**src/rtl/mem_access_stage_pkg.sv**
```systemverilog
// ---------------------------------------------------------------------------
// mem_access_stage_pkg
// Shared definitions for the MEM pipeline stage:
//   - memop field layout (REGENABLE bit, access kind codes)
//   - load operation codes
//   - MEM stage FSM state encoding
//   - alignment helper used when MEM_ALIGN_CHECK_EN is defined
// ---------------------------------------------------------------------------
package mem_access_stage_pkg;

    // Bit of memop that requests a register write-back
    localparam int REGENABLE = 2;

    // memop[1:0] access kinds
    localparam logic [1:0] MEMOP_NONE  = 2'b00;
    localparam logic [1:0] MEMOP_LOAD  = 2'b01;
    localparam logic [1:0] MEMOP_STORE = 2'b10;
    localparam logic [1:0] MEMOP_RSVD  = 2'b11;  // behaves like MEMOP_NONE

    // Load extraction operations
    localparam logic [2:0] LOADOP_NOP = 3'd0;
    localparam logic [2:0] LOADOP_LB  = 3'd1;
    localparam logic [2:0] LOADOP_LBU = 3'd2;
    localparam logic [2:0] LOADOP_LH  = 3'd3;
    localparam logic [2:0] LOADOP_LHU = 3'd4;
    localparam logic [2:0] LOADOP_LW  = 3'd5;

    typedef enum logic {
        ST_IDLE = 1'b0,
        ST_WAIT = 1'b1
    } mem_state_e;

    // Halfword accesses need an even byte offset, word accesses need offset 0.
    // Stores carry no load op, so their width is inferred from the byte
    // enables: two lanes = halfword, four lanes = word.
    function automatic logic is_misaligned(
        input logic       is_load,
        input logic [2:0] loadop,
        input logic [3:0] sel,
        input logic [1:0] low_addr
    );
        logic half_acc;
        logic word_acc;
        if (is_load) begin
            half_acc = (loadop == LOADOP_LH) || (loadop == LOADOP_LHU);
            word_acc = (loadop == LOADOP_LW);
        end else begin
            half_acc = ($countones(sel) == 2);
            word_acc = (sel == 4'b1111);
        end
        return (half_acc && low_addr[0]) || (word_acc && (low_addr != 2'b00));
    endfunction

endpackage

```
**src/rtl/mem_access_stage_load_extender.sv**
```systemverilog
// ---------------------------------------------------------------------------
// load_extender
// Purely combinational load-data formatter. Selects the addressed byte or
// halfword of a little-endian RAM word and sign/zero-extends it.
// Ports:
//   rdata    in  DATA_W  raw RAM read word
//   low_addr in  2       byte offset within the word
//   loadop   in  3       load operation code (LB/LBU/LH/LHU/LW, else 0)
//   data     out DATA_W  extended load result
// ---------------------------------------------------------------------------
module load_extender
    import mem_access_stage_pkg::*;
#(
    parameter int DATA_W = 32
) (
    input  logic [DATA_W-1:0] rdata,
    input  logic [1:0]        low_addr,
    input  logic [2:0]        loadop,
    output logic [DATA_W-1:0] data
);

    logic [7:0]  lanes  [4];
    logic [15:0] halves [2];
    logic [7:0]  sel_byte;
    logic [15:0] sel_half;

    genvar gi;
    generate
        for (gi = 0; gi < 4; gi++) begin : g_lane
            assign lanes[gi] = rdata[8*gi +: 8];
        end
        for (gi = 0; gi < 2; gi++) begin : g_half
            assign halves[gi] = rdata[16*gi +: 16];
        end
    endgenerate

    assign sel_byte = lanes[low_addr];
    assign sel_half = halves[low_addr[1]];

    always_comb begin
        data = '0;
        case (loadop)
            LOADOP_LB:  data = {{(DATA_W-8){sel_byte[7]}}, sel_byte};
            LOADOP_LBU: data = {{(DATA_W-8){1'b0}}, sel_byte};
            LOADOP_LH:  data = {{(DATA_W-16){sel_half[15]}}, sel_half};
            LOADOP_LHU: data = {{(DATA_W-16){1'b0}}, sel_half};
            LOADOP_LW:  data = rdata;
            default:    data = '0;
        endcase
    end

endmodule

```
**src/rtl/mem_access_stage.sv**
```systemverilog
// ---------------------------------------------------------------------------
// mem_access_stage
// MEM pipeline stage. Non-memory ops pass the ALU result to the MEM/WB
// register in one cycle. Loads/stores issue a request/acknowledge RAM
// access, stall the upstream pipeline until the ack (or a timeout abort),
// and for loads register the extended read data as the write-back value.
//
// Parameters:
//   TIMEOUT_CYCLES  WAIT cycles before abort (0 = never abort)
//   DATA_W          data word width
// Ports:
//   clk, rst_n                          clock, async active-low reset
//   mem_memop/exresult/storeData/ramAddr/ramLowAddr/ramSel/loadop/regDest
//                                       EX/MEM register contents
//   ram_req/we/addr/sel/wdata           registered RAM request (outputs)
//   ram_rdata, ram_ack                  RAM response (inputs)
//   stall_req                           freeze EX/MEM and earlier stages
//   wb_regWriteEnable/regDest/data      registered MEM/WB bundle
//   mem_err                             one-cycle pulse on abort
// Optional feature macro:
//   MEM_ALIGN_CHECK_EN  reject misaligned halfword/word accesses with mem_err
// ---------------------------------------------------------------------------
module mem_access_stage
    import mem_access_stage_pkg::*;
#(
    parameter int TIMEOUT_CYCLES = 16,
    parameter int DATA_W         = 32
) (
    input  logic              clk,
    input  logic              rst_n,
    input  logic [2:0]        mem_memop,
    input  logic [DATA_W-1:0] mem_exresult,
    input  logic [DATA_W-1:0] mem_storeData,
    input  logic [29:0]       mem_ramAddr,
    input  logic [1:0]        mem_ramLowAddr,
    input  logic [3:0]        mem_ramSel,
    input  logic [2:0]        mem_loadop,
    input  logic [4:0]        mem_regDest,
    output logic              ram_req,
    output logic              ram_we,
    output logic [29:0]       ram_addr,
    output logic [3:0]        ram_sel,
    output logic [DATA_W-1:0] ram_wdata,
    input  logic [DATA_W-1:0] ram_rdata,
    input  logic              ram_ack,
    output logic              stall_req,
    output logic              wb_regWriteEnable,
    output logic [4:0]        wb_regDest,
    output logic [DATA_W-1:0] wb_data,
    output logic              mem_err
);

    localparam int CNT_W = (TIMEOUT_CYCLES > 1) ? $clog2(TIMEOUT_CYCLES) : 1;

    mem_state_e        state_reg;
    logic [CNT_W-1:0]  counter_reg;

    logic              req_reg;
    logic              we_reg;
    logic [29:0]       addr_reg;
    logic [3:0]        sel_reg;
    logic [DATA_W-1:0] wdata_reg;

    // Access context captured at the request edge so the ack/abort handling
    // does not depend on the upstream register once stall_req drops.
    logic              pend_load_reg;
    logic              pend_wen_reg;
    logic [2:0]        pend_loadop_reg;
    logic [1:0]        pend_low_reg;
    logic [4:0]        pend_dest_reg;

    logic              wb_wen_reg;
    logic [4:0]        wb_dest_reg;
    logic [DATA_W-1:0] wb_data_reg;
    logic              err_reg;

    logic              is_load;
    logic              is_store;
    logic              is_access;
    logic              misaligned;
    logic              timeout_hit;
    logic [DATA_W-1:0] ext_data;

    assign is_load   = (mem_memop[1:0] == MEMOP_LOAD);
    assign is_store  = (mem_memop[1:0] == MEMOP_STORE);
    assign is_access = is_load || is_store;

`ifdef MEM_ALIGN_CHECK_EN
    assign misaligned = is_access &&
                        is_misaligned(is_load, mem_loadop, mem_ramSel, mem_ramLowAddr);
`else
    assign misaligned = 1'b0;
`endif

    generate
        if (TIMEOUT_CYCLES > 0) begin : g_timeout
            assign timeout_hit = (counter_reg == CNT_W'(TIMEOUT_CYCLES - 1));
        end else begin : g_no_timeout
            assign timeout_hit = 1'b0;
        end
    endgenerate

    // Stall is released in the cycle the access finishes (ack or abort) so
    // the upstream register advances on the same edge we leave WAIT.
    always_comb begin
        stall_req = 1'b0;
        if (state_reg == ST_IDLE)
            stall_req = is_access && !misaligned;
        else
            stall_req = !(ram_ack || timeout_hit);
    end

    load_extender #(.DATA_W(DATA_W)) u_load_extender (
        .rdata    (ram_rdata),
        .low_addr (pend_low_reg),
        .loadop   (pend_loadop_reg),
        .data     (ext_data)
    );

    always_ff @(posedge clk or negedge rst_n) begin
        if (!rst_n) begin
            state_reg       <= ST_IDLE;
            counter_reg     <= '0;
            req_reg         <= 1'b0;
            we_reg          <= 1'b0;
            addr_reg        <= '0;
            sel_reg         <= '0;
            wdata_reg       <= '0;
            pend_load_reg   <= 1'b0;
            pend_wen_reg    <= 1'b0;
            pend_loadop_reg <= LOADOP_NOP;
            pend_low_reg    <= '0;
            pend_dest_reg   <= '0;
            wb_wen_reg      <= 1'b0;
            wb_dest_reg     <= '0;
            wb_data_reg     <= '0;
            err_reg         <= 1'b0;
        end else begin
            err_reg <= 1'b0;
            case (state_reg)
                ST_IDLE: begin
                    if (is_access) begin
                        wb_wen_reg <= 1'b0;
                        if (misaligned) begin
                            err_reg <= 1'b1;
                        end else begin
                            state_reg       <= ST_WAIT;
                            counter_reg     <= '0;
                            req_reg         <= 1'b1;
                            we_reg          <= is_store;
                            addr_reg        <= mem_ramAddr;
                            sel_reg         <= mem_ramSel;
                            wdata_reg       <= mem_storeData;
                            pend_load_reg   <= is_load;
                            pend_wen_reg    <= mem_memop[REGENABLE];
                            pend_loadop_reg <= mem_loadop;
                            pend_low_reg    <= mem_ramLowAddr;
                            pend_dest_reg   <= mem_regDest;
                        end
                    end else begin
                        wb_wen_reg  <= mem_memop[REGENABLE];
                        wb_dest_reg <= mem_regDest;
                        wb_data_reg <= mem_exresult;
                    end
                end
                ST_WAIT: begin
                    if (ram_ack) begin
                        state_reg   <= ST_IDLE;
                        counter_reg <= '0;
                        req_reg     <= 1'b0;
                        if (pend_load_reg) begin
                            wb_wen_reg  <= pend_wen_reg;
                            wb_dest_reg <= pend_dest_reg;
                            wb_data_reg <= ext_data;
                        end else begin
                            wb_wen_reg <= 1'b0;
                        end
                    end else if (timeout_hit) begin
                        state_reg   <= ST_IDLE;
                        counter_reg <= '0;
                        req_reg     <= 1'b0;
                        err_reg     <= 1'b1;
                        wb_wen_reg  <= 1'b0;
                    end else begin
                        counter_reg <= counter_reg + 1'b1;
                    end
                end
                default: state_reg <= ST_IDLE;
            endcase
        end
    end

    assign ram_req           = req_reg;
    assign ram_we            = we_reg;
    assign ram_addr          = addr_reg;
    assign ram_sel           = sel_reg;
    assign ram_wdata         = wdata_reg;
    assign wb_regWriteEnable = wb_wen_reg;
    assign wb_regDest        = wb_dest_reg;
    assign wb_data           = wb_data_reg;
    assign mem_err           = err_reg;

endmodule

```
**config.mk**
```make
export PLATFORM = sky130hd
export DESIGN_NAME = mem_access_stage
export DESIGN_NICKNAME = d
export VERILOG_FILES = /design/src/rtl/mem_access_stage_pkg.sv /design/src/rtl/mem_access_stage_load_extender.sv /design/src/rtl/mem_access_stage.sv
export SDC_FILE = /design/constraint.sdc
export NUM_CORES = 1
export LEC_CHECK = 0
export CORE_MARGIN = 8
export CORE_UTILIZATION = 45
export CTS_BUF_LIST = sky130_fd_sc_hd__clkbuf_4 sky130_fd_sc_hd__clkbuf_8
export CTS_CLUSTER_SIZE = 20
export DETAILED_ROUTE_END_ITERATION = 12
export GPL_ROUTABILITY_DRIVEN = 0
export GPL_TIMING_DRIVEN = 0
export PLACE_DENSITY_LB_ADDON = 0.2
export SLEW_MARGIN = 5
export SYNTH_ARGS = -nofsm -noshare
export SYNTH_HDL_FRONTEND = slang
export SYNTH_HIERARCHICAL = 1
export SYNTH_SLANG_ARGS = --single-unit
```
**constraint.sdc**
```tcl
create_clock -name clk -period 2.2 [get_ports clk]
set_input_delay 0.44 -clock clk [delete_from_list [all_inputs] [get_ports clk]]
set_output_delay 0.44 -clock clk [all_outputs]
set_load 0.01 [all_outputs]
```
==> summary.md <==
| Metric | Value |
|---|---|
| Final setup fails | 0 |
| Clock Tree Root | clkbuf_8 |
| Startpoint Class | input pin |
| Post-synth top cells | mux2_2 (154), dfrtp_1 (124), nand2_1 (39) |
| Async SR Flop Fraction | 1.00 |
| Syn Area/Cell | 13.2 µm² |
| Crit Path Class | input pin to flop |
| Max_cap viols | 0 |
| Syn. warnings | 6 |
| H-tree levels | 4 |
| Non-Filler Instances | 936 |
| Top routing layer in use | met4 |
| CP Depth | 8 |
| Clock Path Buffers | 2 |
| Worst hold slack | 371 ps |
| Post-synthesis adder-cell area fraction | 0.00611 |
| First-pass GRT wire length | 30200 µm |
| CTS tree | done |
| Arrival time worst endpoint | 2480 ps |
| Buf/Inv on CP | 2 |
| Synth Area in Compound Gates | 0.0943 |
| Avg Vias per Cell | 5.36 |
| Routed wire length on met2 | 9450 µm |
| Count leader, synth | mux2_2 |
| Total GRT Usage | 0.219 |
| Vias in the first global route | 5600 |
| Synth Area in XOR/XNOR | 0.00285 |
| Top cell by count, worst path | mux2_2 |
| IR Drop Worst-Case VDD | 729 µV |
| Synth top area share | 0.505 |
| Post-synth EDFFs | 0 |
| Port bufs | 253 |
| Clk_skew | 13.4 ps |
| Seq/Total Area, Yosys | 0.505 |
| Worst-margin pin slew | 601 ps |
| Die X | 133 µm |
| Antenna violations before repair | 0 |
| Post-Place Cell Area | 8920 µm² |
| Clk sinks | 124 |
| Crit path from | ram_rdata[31] |
| Worst-path clk slew | 70 ps |
| First-pass DRT Iterations | 6 |
| Leakage | 3.94 nW |
| Pins Over Slew Limit | 0 |
| Core ar. | 13300 µm² |
| F_max | 461 MHz |
| Grt ovf | 0 |
| Reg2reg end | wb_data[5]$_DFFE_PN0P_ |
| Residual DRC | 0 |
| Worst Hold Class | input pin to flop |
| Final Cell Area | 9520 µm² |
| Reg2Reg Depth | 7 |
| Final period util | 0.986 |
| Vias | 5014 |
| Chip height | 133 µm |
| Main combinational cell family by area after synthesis | multiplexers |
| Met3 WL | 2490 µm |
| Nets | 898 |
| Data required, critical path | 2510 ps |
| CP peak stage delay | 550 ps |
| Synth top area cells | dfrtp_1 (51%), mux2_2 (28%), nand2_1 (2.4%) |
| Tmin final | 2170 ps |
| Ys flop type | dfrtp_1 |
| Post-synthesis simple-gate area fraction | 0.0572 |
| # rows | 42 |
| Worst R2R Setup Slack | 50 ps |
| Routed wire length | 19700 µm |
| Syn Nets | 615 |
| Antenna-violating nets left | 0 |
| Status | finished, final reports clean |
| Multiplexer share of the synthesized area | 0.301 |
| # fillers | 940 |
| CP Cell Sequence | clkdlybuf4s50_1 > mux2i_2 > o221ai_2 > o21bai_4 > buf_6 > a21boi_2 > mux2_2 > mux2_2 |
| Cell area after synthesis | 6140 µm² |
| Post-synth top area cell | dfrtp_1 |
| Starting Density | 0.462 |
| Worst R2R Start | pend_loadop_reg[2]$_DFFE_PN0P_ |
| DR WL/cell | 21.0 µm |
| Delay-heaviest family, CP | multiplexers |
| Synthesized flop and latch total | 124 |
| Final TNS setup | 0 ps |
| Largest net degree at the start of global routing | 64 |
| Clk Latency, worst-skew pair | 430 ps |
| Multi-input gate area | 2920 µm² |
| Crit Path Max Fanout | 10 |
| Crit end category | flop |
| Syn Inst Count | 466 |
| DP Wirelength | 15100 µm |
| Sequential cell area | 3110 µm² |
| Share of layout cells above drive strength 1 | 0.339 |
| Synthesis-to-layout area growth | 54.9% |
| Final hold vios | 0 |
| Number of library cell types mapped by synthesis | 45 |
| CP endpoint | wb_data[18]$_DFFE_PN0P_ |
| # placed instances | 896 |
| DR iter-0 viols | 434 |
| Max_slew headroom | 0.599 |
| Post-Route M1 WL | 7190 µm |
| PD cells | 1170 nW/µm² |
| Slowest CP cell | clkdlybuf4s50_1 |
| CTS Buf Count | 17 |
| Power, Total | 11.2 mW |
| Full die area | 17600 µm² |
| Antenna Cells | 0 |
| # IOs | 254 |
-- metal layers --
metal / GRT usage / vias to the layer above
met4: 0.0795 / 0
met1: 0.232 / 2418
li1: - / 2256
met3: 0.123 / 45
met5: 0 / -
met2: 0.360 / 295
-- report_power, final --
group | internal (mW) | total, mW | leakage, nW | switching, mW
clock network | 1.10 | 1.95 | 0.201 | 0.855
registers | 3.15 | 3.63 | 1.48 | 0.485
logic | 3.24 | 5.57 | 2.26 | 2.32
total | 7.49 | 11.2 | 3.94 | 3.66
-- logic make-up (layout without fill, tap and decap cells) --
logic type	count (synthesis)	count (layout)
buffers and inverters	38	331
and+or+nand+nor	74	75
adders and majority gates	3	3
xor gates and xnor gates	2	2
DFF	124	124
muxes	164	164
AOI/OAI and AO/OA	61	61
-- worst min-delay path by stage --
stage | startpoint | to | slack, ps | depth (start not counted)
floorplan | rst_n | counter_reg[0]$_DFFE_PN0P_ | 140 | 0
global placement | pend_dest_reg[0]$_DFFE_PN0P_ | pend_dest_reg[0]$_DFFE_PN0P_ | 490 | 1
detailed placement | rst_n | ram_addr[3]$_DFFE_PN0P_ | 460 | 1
CTS | pend_dest_reg[1]$_DFFE_PN0P_ | pend_dest_reg[1]$_DFFE_PN0P_ | 510 | 1
global route | ram_ack | counter_reg[1]$_DFFE_PN0P_ | 410 | 2
finish | ram_ack | counter_reg[1]$_DFFE_PN0P_ | 370 | 2
-- cell usage in the layout (no fill, tap or decap), drive strengths merged, types with 4 or more instances in the layout --
cell type,synthesis,layout
mux2i,9,9
nand2,39,39
buf,25,37
a21oi,4,4
a221o,9,9
o2bb2ai,7,7
nor2,11,11
a22o,7,7
dfrtp,124,124
a21boi,16,16
nand3,11,12
clkdlybuf4s50,0,250
o21ai,5,5
mux2,154,154
inv,7,7
clkinv,0,5
clkbuf,6,27
-- metrics by stage --
step,setup slack (ps),utilization
floorplan,166,-
global placement,-4000,0.669
detailed placement,-556,0.671
CTS,5.94,0.705
global route,-9.15,0.716
finish,31.0,0.716
-- layout make-up --
cell class	instances	area share
timing repair buffer	265	0.279
sequential	124	0.326
clock inverter	8	0.00973
tap	176	0.0231
clock buffer	22	0.0305
buffer	29	0.0217
multi-input combinational	305	0.307
inverter	7	0.00276
-- worst reg2reg max path, stage by stage, from the launching register on --
cell	delay [ps]
dfrtp_1	400
buf_6	150
nor2_4	160
o21ai_0	120
a32o_2	330
a221o_1	330
mux2_2	270
mux2_2	270
-- timing repair --
action                                  4_1_cts  5_1_grt
setup buffers                                 2        8
cloned                                        0        1
endpoints found under the setup margin       35       22
resized for setup                            15       22
pin swaps                                     3        9
hold buffers                                  1        0
hold endpoints to repair                     38        0
Note: power is estimated with default switching activity, not from simulation.
